`src/rtl/pe_sched_pkg.sv`:
```
// Shared types and defaults for the PE phase scheduler: state encoding,
// registered-output bundle and the output decode for a given state.
package pe_sched_pkg;

    localparam int PASS_W_DEF  = 8;
    localparam int DEPTH_W_DEF = 5;

    typedef enum logic [2:0] {
        ST_IDLE    = 3'd0,
        ST_CLEAR   = 3'd1,
        ST_WAIT_WR = 3'd2,
        ST_LOAD    = 3'd3,
        ST_CALC    = 3'd4,
        ST_ACC     = 3'd5,
        ST_NEXT    = 3'd6,
        ST_DONE    = 3'd7
    } sched_state_e;

    typedef struct packed {
        logic do_load;
        logic psum_enq;
        logic iact_clr;
        logic wgt_clr;
        logic spad_clr;
        logic done;
        logic busy;
    } sched_out_t;

    // Outputs to present while in state nxt; abort_i marks the cycle entered via abort.
    function automatic sched_out_t decode_outputs(input sched_state_e nxt,
                                                  input logic         abort_i,
                                                  input logic         last_i);
        sched_out_t o;
        o          = '0;
        o.busy     = (nxt != ST_IDLE);
        o.spad_clr = (nxt == ST_CLEAR);
        o.do_load  = (nxt == ST_LOAD);
        o.psum_enq = (nxt == ST_ACC);
        o.done     = (nxt == ST_DONE);
        o.wgt_clr  = abort_i | (nxt == ST_CLEAR) | (nxt == ST_DONE);
        o.iact_clr = o.wgt_clr | ((nxt == ST_NEXT) & ~last_i);
        return o;
    endfunction

endpackage

```
`src/rtl/pe_sched_pass_counter.sv`:
```
// Pass counter for the PE phase scheduler: latched pass total N (0 taken
// as 1), current pass index and the terminal (index == N-1) flag.
module pe_sched_pass_counter
    import pe_sched_pkg::*;
#(
    parameter int PASS_W = PASS_W_DEF
) (
    input  logic              clock,
    input  logic              reset,
    input  logic              clr_i,
    input  logic              load_i,
    input  logic [PASS_W-1:0] num_passes_i,
    input  logic              inc_i,
    output logic [PASS_W-1:0] count_o,
    output logic              last_o
);

    localparam logic [PASS_W-1:0] PASS_ONE = PASS_W'(1);

    logic [PASS_W-1:0] n_q;
    logic [PASS_W-1:0] n_d;
    logic [PASS_W-1:0] count_q;
    logic [PASS_W-1:0] count_d;

    // Next pass total and index; abort clears win over a new tile load.
    always_comb begin
        n_d     = n_q;
        count_d = count_q;
        if (clr_i) begin
            count_d = '0;
        end else if (load_i) begin
            n_d     = (num_passes_i == '0) ? PASS_ONE : num_passes_i;
            count_d = '0;
        end else if (inc_i) begin
            count_d = count_q + PASS_ONE;
        end else begin
            count_d = count_q;
        end
    end

    // Pass registers; N resets to 1 so N-1 never underflows.
    always_ff @(posedge clock) begin
        if (reset) begin
            n_q     <= PASS_ONE;
            count_q <= '0;
        end else begin
            n_q     <= n_d;
            count_q <= count_d;
        end
    end

    assign count_o = count_q;
    assign last_o  = (count_q == (n_q - PASS_ONE));

endmodule

```
`src/rtl/pe_phase_scheduler.sv`:
```
// Tile sequencer for one Processing_Element: clear, wait write, load, compute,
// optional psum accumulate, with iact passes reusing one weight load.
// Build option: PE_SCHED_PSUM_ACC_EN enables the ACC (psum accumulate) state.
module pe_phase_scheduler
    import pe_sched_pkg::*;
#(
    parameter int PASS_W  = PASS_W_DEF,
    parameter int DEPTH_W = DEPTH_W_DEF
) (
    input  logic               clock,
    input  logic               reset,
    input  logic               start,
    input  logic               abort,
    input  logic [PASS_W-1:0]  num_passes,
    input  logic [DEPTH_W-1:0] psum_depth_cfg,
    input  logic               all_write_fin,
    input  logic               cal_fin,
    input  logic               psum_add_fin,
    output logic               do_load_en,
    output logic               psum_enq_en,
    output logic               iact_write_fin_clear,
    output logic               weight_write_fin_clear,
    output logic               psum_spad_clear,
    output logic [DEPTH_W-1:0] PSUM_DEPTH,
    output logic [PASS_W-1:0]  pass_count,
    output logic               busy,
    output logic               done
);

    sched_state_e       state_q;
    sched_state_e       state_d;
    sched_out_t         out_q;
    sched_out_t         out_d;
    logic [DEPTH_W-1:0] depth_q;
    logic [DEPTH_W-1:0] depth_d;
    logic               start_ok_s;
    logic               inc_s;
    logic               last_s;

    pe_sched_pass_counter #(
        .PASS_W(PASS_W)
    ) u_pass_counter (
        .clock        (clock),
        .reset        (reset),
        .clr_i        (abort),
        .load_i       (start_ok_s),
        .num_passes_i (num_passes),
        .inc_i        (inc_s),
        .count_o      (pass_count),
        .last_o       (last_s)
    );

    // Next-state logic; status inputs only matter in their own waiting state.
    always_comb begin
        state_d    = state_q;
        depth_d    = depth_q;
        start_ok_s = 1'b0;
        inc_s      = 1'b0;
        if (abort) begin
            state_d = ST_IDLE;
        end else begin
            case (state_q)
                ST_IDLE: begin
                    if (start) begin
                        start_ok_s = 1'b1;
                        depth_d    = psum_depth_cfg;
                        state_d    = ST_CLEAR;
                    end else begin
                        state_d = ST_IDLE;
                    end
                end
                ST_CLEAR:   state_d = ST_WAIT_WR;
                ST_WAIT_WR: begin
                    if (all_write_fin) begin
                        state_d = ST_LOAD;
                    end else begin
                        state_d = ST_WAIT_WR;
                    end
                end
                ST_LOAD:    state_d = ST_CALC;
                ST_CALC: begin
                    if (cal_fin) begin
`ifdef PE_SCHED_PSUM_ACC_EN
                        state_d = ST_ACC;
`else
                        state_d = ST_NEXT;
`endif
                    end else begin
                        state_d = ST_CALC;
                    end
                end
                ST_ACC: begin
`ifdef PE_SCHED_PSUM_ACC_EN
                    if (psum_add_fin) begin
                        state_d = ST_NEXT;
                    end else begin
                        state_d = ST_ACC;
                    end
`else
                    state_d = ST_IDLE;
`endif
                end
                ST_NEXT: begin
                    if (last_s) begin
                        state_d = ST_DONE;
                    end else begin
                        inc_s   = 1'b1;
                        state_d = ST_WAIT_WR;
                    end
                end
                ST_DONE:    state_d = ST_IDLE;
                default:    state_d = ST_IDLE;
            endcase
        end
        // pass_count only moves when leaving NEXT, so last_s is valid for the state being entered.
        out_d = decode_outputs(state_d, abort, last_s);
    end

    // State, latched depth and registered outputs.
    always_ff @(posedge clock) begin
        if (reset) begin
            state_q <= ST_IDLE;
            depth_q <= '0;
            out_q   <= '0;
        end else begin
            state_q <= state_d;
            depth_q <= depth_d;
            out_q   <= out_d;
        end
    end

    assign do_load_en             = out_q.do_load;
    assign iact_write_fin_clear   = out_q.iact_clr;
    assign weight_write_fin_clear = out_q.wgt_clr;
    assign psum_spad_clear        = out_q.spad_clr;
    assign busy                   = out_q.busy;
    assign done                   = out_q.done;
    assign PSUM_DEPTH             = depth_q;

`ifdef PE_SCHED_PSUM_ACC_EN
    assign psum_enq_en = out_q.psum_enq;
`else
    logic unused_acc_s;
    assign unused_acc_s = psum_add_fin ^ out_q.psum_enq;
    assign psum_enq_en  = 1'b0;
`endif

endmodule

```
`config.mk`:
```
export PLATFORM = sky130hd
export DESIGN_NAME = pe_phase_scheduler
export DESIGN_NICKNAME = d
export VERILOG_FILES = /design/src/rtl/pe_sched_pkg.sv /design/src/rtl/pe_sched_pass_counter.sv /design/src/rtl/pe_phase_scheduler.sv
export SDC_FILE = /design/constraint.sdc
export NUM_CORES = 1
export LEC_CHECK = 0
export CAP_MARGIN = 20
export CORE_MARGIN = 5
export CORE_UTILIZATION = 45
export DETAILED_ROUTE_END_ITERATION = 10
export GPL_ROUTABILITY_DRIVEN = 0
export PLACE_DENSITY = 0.86
export SLEW_MARGIN = 40
export SYNTH_ARGS = -nofsm -noshare
export SYNTH_HDL_FRONTEND = slang
export SYNTH_SLANG_ARGS = --single-unit
```
`constraint.sdc`:
```
create_clock -name clock -period 2.9 [get_ports clock]
set_clock_uncertainty 0.05 [all_clocks]
set_input_delay 0.29 -clock clock [delete_from_list [all_inputs] [get_ports clock]]
set_output_delay 0.29 -clock clock [all_outputs]
set_load 0.1 [all_outputs]
```
Word-level counts from Yosys, hierarchy flattened --
Cells that the tools add are included.
Word-level totals: register bits after elaboration 30, output and inout port bits 20, bits of input ports 20, memory bits (read-only) 0, bits in latches 0, RAM bits 0, memories 0
Operators by class: reduce and logical (&&, ||, !) cells 7, $mul 0, shift-type cells 0, order comparisons 0, mux-type cells 13, eq/ne operators 12, bitwise operators 6, add/subtract/negate cells 2, divide/modulo/power cells 0
Operator list (count):
- $pmux W3 S7 | 1
- $eq A3 B3 Y1 const B | 6
- $eq A3 B2 Y1 const B | 3
- $add A8 B1 Y8 const B | 1
- $eq A8 B8 Y1 | 1
- $logic_not A8 Y1 | 1
- $mux W1 | 8
- $mux W8 | 1
- $sub A8 B1 Y8 const B | 1
- $eq A3 B1 Y1 const B | 2
- $mux W3 | 2
- $logic_not A3 Y1 | 1
- $or A1 B1 Y1 | 3
- $reduce_and A3 Y1 | 1
- $reduce_bool A3 Y1 | 1
- $reduce_or A3 Y1 | 1
- $mux W2 | 1
- $not A1 Y1 | 2
- $reduce_and A2 Y1 | 1
- $reduce_or A2 Y1 | 1
- $and A1 B1 Y1 | 1

Depth between registers and ports, before layout --
word-level depth 9, gate-level depth with buffers 9

By module --
From an unflattened synthesis, not the netlist that was laid out.
Second synthesis, totals: cells, all modules 169, area, all modules 1480.2 µm²
By module, submodules not included:
- pe_sched_pass_counter | area an instance 873.3 µm², instances 1, cells an instance 107, sequential area each 320.3 µm²
- pe_phase_scheduler | area an instance 606.8 µm², instances 1, cells an instance 62, sequential area each 280.3 µm²

Least setup slack after synthesis --
OpenSTA, ideal clock, no wires.
path kind flip-flop to flip-flop, start point reg u_pass_counter.count_q[2] (netlist: u_pass_counter.count_o[2]), end point reg u_pass_counter.count_q[1] (netlist: u_pass_counter.count_o[1]), required time 2.779 ns, data arrival time 2.599 ns, path buffers 2, setup time 0.071 ns, slack 0.180 ns, stages on the path, launching flop included 9, cells stage by stage dfxtp_1 > clkbuf_1 > o311ai_0 > a221oi_1 > a31oi_1 > a2111oi_4 > buf_6 > o21ai_1 > a21oi_1
On the way: cells in the longest elaborated chain, start to end 4
Ends and longest elaborated chain:
- from (decl) | RTL line pe_sched_pass_counter.sv:22 | logic [PASS_W-1:0] count_q;
- from (signal assigned) | RTL line pe_sched_pass_counter.sv:48 | count_q <= count_d;
- $eq A8 B8 Y1 | RTL line pe_sched_pass_counter.sv:53 | assign last_o = (count_q == (n_q - PASS_ONE));
- $mux W1 | RTL line pe_phase_scheduler.sv:104 | if (last_s) begin
- $mux W1 | RTL line pe_phase_scheduler.sv:62 | case (state_q)
- $mux W1 | RTL line pe_phase_scheduler.sv:59 | if (abort) begin
No other way between the ends. A chain may end at the register's enable or synchronous reset.

Final worst setup path --
start point reg u_pass_counter.n_q[0], end point reg u_pass_counter.count_q[4] (netlist: u_pass_counter.count_o[4])
On the way: cells in the longest elaborated chain, start to end 5
Ends and longest elaborated chain:
- from (decl) | RTL line pe_sched_pass_counter.sv:20 | logic [PASS_W-1:0] n_q;
- from (signal assigned) | RTL line pe_sched_pass_counter.sv:47 | n_q <= n_d;
- $sub A8 B1 Y8 | RTL line pe_sched_pass_counter.sv:53
- $eq A8 B8 Y1 | RTL line pe_sched_pass_counter.sv:53
- $mux W1 | RTL line pe_phase_scheduler.sv:104
- $mux W1 | RTL line pe_phase_scheduler.sv:62
- $mux W1 | RTL line pe_phase_scheduler.sv:59
No other way between the ends.

==> impl_results.md <==
- Hold Path Cell Cnt: 2
- Die width: 68.1 um
- WP data arrival: 2.64 ns
- Chip height: 68.1 um
- Endpoint, Worst Hold: PSUM_DEPTH[2]
- R2r worst-path depth: 9
- Starting DRT DRC Count: 57
- Final Max Slew Viols: 0
- Setup TNS: 0 ns
- Max-cap viol count: 0
- Post-Syn Nets: 211
- Actual slew at the worst max-slew pin: 0.740 ns
- Antenna violations before repair: 0
- Crit start category: flip-flop
- Outcome: finished clean
- RSZ-0062 raised after global routing: false
- Grt total ovfl: 0
- Final min period: 2.46 ns
- Vias in the first global route: between 1k and 1.5k
- Htree depth: 2
- Commonest cells after routing, fill and taps aside: nand2_1 (34), dfxtp_1 (30), a21oi_1 (24)
- Most common cell after layout, fill and taps aside: nand2_1
- Final std cells w/o fill: 269
- RR Endpoint: u_pass_counter.count_o[4]
- Seq cells post-synth: 30
- Post-CTS Setup Repair Bufs: 0
- # port buffers: 37
- Fillers: about 330
- Crit path launch: u_pass_counter.n_q[0]
- Antenna Nets Post-Route: 0
- Avg WL per Cell: 12.7 um
- Area grow syn2layout: 25.5%
- Synth warn: 0
- First-pass GRT wire length: 5840 um
- Hold Crit Start: PSUM_DEPTH[2]
- Hold Path Class: flip-flop to flip-flop
- Clock tree buffer depth: 2
- Unique masters post-synth: 43
- DP Wirelength: about 2500 um
- Post-route DRC: 0
- Period utilization: 85.0%
- Synthesized cell area: 1520 um2
- TritonRoute pass-1 iters: 4
- Crit path max fanout: 13
- Largest net degree at the start of global routing: 19
- Clock-pin slew on the worst setup and hold paths: 0.11 ns
- Seq/Total Area, Yosys: 39.6%
- Total Routing Usage GR: 16.8%
- Die Area: between 4000 and 5000 um2
- CTS Sinks: 30
- Worst Setup End Kind: flip-flop
- Final Setup Violations: 0
- Synth async-reset ratio: 0%
- # diodes: 0
- Critical setup path kind: flip-flop to flip-flop
- Row Count: 21
- Core area: 3310 um2
- Reg2Reg Setup Slack: 0.44 ns
- Seq. cell area: 601 um2
- VDD IR-drop max: 0.276 mV
- Vias per cell: 5.42
- TritonCTS clock tree: built
- Final hold vios: 0
- FMAX: 0.406 GHz
- # hold bufs at CTS: 0
- Total Nets Final: 244
- CTS Buf Count: 5
- Max-Slew Margin vs Limit: 50.5%
- Post-synth EDFFs: 0
- Critical Path RT: a little over 3 ns
- Worst flop-to-flop path startpoint: u_pass_counter.n_q[0]
- Vias after detailed routing: 1458
- Drt total wl: 3430 um
- Primary FF master, synth: dfxtp_1
- Pwr per Cell Area: 468 nW/um2
- Syn Inst Count: around 190
- Placed Cells: 261
- Worst skew pair latency: 0.35 ns
- CTS Root Cell: clkbuf_4
- Area of the multi-input gates: approximately 840 um2
- Mean Syn Cell Area: 8.02 um2
- Leak: 0.000735 uW
- CTS resizes: 0
- Top Ports: 40
- Share of layout cells above drive strength 1: between 10 and 15%
- Initial Util: 45.8%
[cells in the mapped netlist (2+ instances only)]
master     n  area share [%]
ha_1       2             1.6
nor3_1     6             2.0
o21ai_0    2            0.66
a21oi_1   24             7.9
a211o_1    2             1.2
nor4_1     2            0.82
o21ai_1    6             2.0
and3b_1    2             1.2
nor3b_1    2            0.99
o31ai_1    2            0.99
inv_1      3            0.74
nand4_1    5             2.1
nand2_1   34             8.4
nor2_1    11             2.7
clkbuf_1   9             2.2
a31oi_1    2            0.82
xor2_1     6             3.5
or3_1      6             2.5
or4_1      4             2.0
nand3_1    4             1.3
buf_6      2             1.5
xnor2_1    3             1.7
dfxtp_1   30              40
[power by group]
group          switching, uW  internal (uW)
logic                    126           69.4
registers               12.5            425
clock network            163           94.0
[cell type report]
class | count | area share, %
inverters | 3 | 0.592
clock inverters | 3 | 1.12
well taps | 46 | 3.02
repair buffers | 39 | 17.8
multi-input cells | 143 | 44.0
flip-flops and latches | 30 | 31.6
clock buffers | 5 | 1.97
[flip-flops by register name, summed over array words and instances, names as in the netlist]
register,cells
state_q,3
iact_write_fin_clear,1
PSUM_DEPTH,5
busy,1
u_pass_counter.n_q,8
done,1
weight_write_fin_clear,1
u_pass_counter.count_o,8
psum_spad_clear,1
do_load_en,1
[metal layers]
layer,vias to the layer above,global-route usage (%),share of wire (%)
li1,741,-,-
met1,680,21.3,46
met2,30,25.6,46
met3,7,5.75,5.8
met4,0,7.69,1.8
met5,-,0,0
[worst max-delay path by stage]
stage / to / slack, ns / cells after the start
2_1_floorplan: u_pass_counter.count_o[1] / 0.18 / 8
3_3_place_gp: u_pass_counter.count_o[6] / 0.53 / 9
3_5_place_dp: u_pass_counter.count_o[0] / 0.50 / 9
5_1_grt: u_pass_counter.count_o[6] / 0.21 / 9
4_1_cts: u_pass_counter.count_o[4] / 0.45 / 9
6_report: u_pass_counter.count_o[4] / 0.44 / 9
[critical path, cell delays in order (launching register included)]
cell and delay, ns:
dfxtp_1 0.45, inv_1 0.07, ha_1 0.26, o21ba_2 0.21
a221oi_1 0.28, a31oi_1 0.13, a2111oi_4 0.43, buf_4 0.27
or3_1 0.13, a21oi_1 0.06
[stage by stage]
| step | setup WS, ns | hold WS (ns) | instance area, um2 | util [%] | total power [uW] |
|---|---|---|---|---|---|
| final | 0.435 | 0.415 | 1900 | 57.5 | 890 |
| after floorplan | 0.180 | 0.376 | 1520 | - | 590 |
| after CTS | 0.446 | 0.414 | 1900 | 57.5 | 897 |
| after global placement | 0.535 | 0.393 | 1840 | 55.7 | 639 |
| after global routing | 0.208 | 0.422 | 1900 | 57.5 | 932 |
| after detailed placement | 0.495 | 0.400 | 1840 | 55.7 | 642 |
[logic make-up (layout without fill, tap and decap cells)]
kind of cell | count (synthesis) | after routing | synth area share [%]
adders and majority gates | 2 | 2 | 1.65
DFF | 30 | 30 | 39.6
buffers and inverters | 16 | 50 | 5.20
and+or+nand+nor | 82 | 82 | 26.7
AOI/OAI and AO/OA | 48 | 48 | 20.8
xor gates and xnor gates | 9 | 9 | 5.20
muxes | 1 | 1 | 0.660
other | 1 | 1 | 0.247
Power figures use the tool's default switching activity.
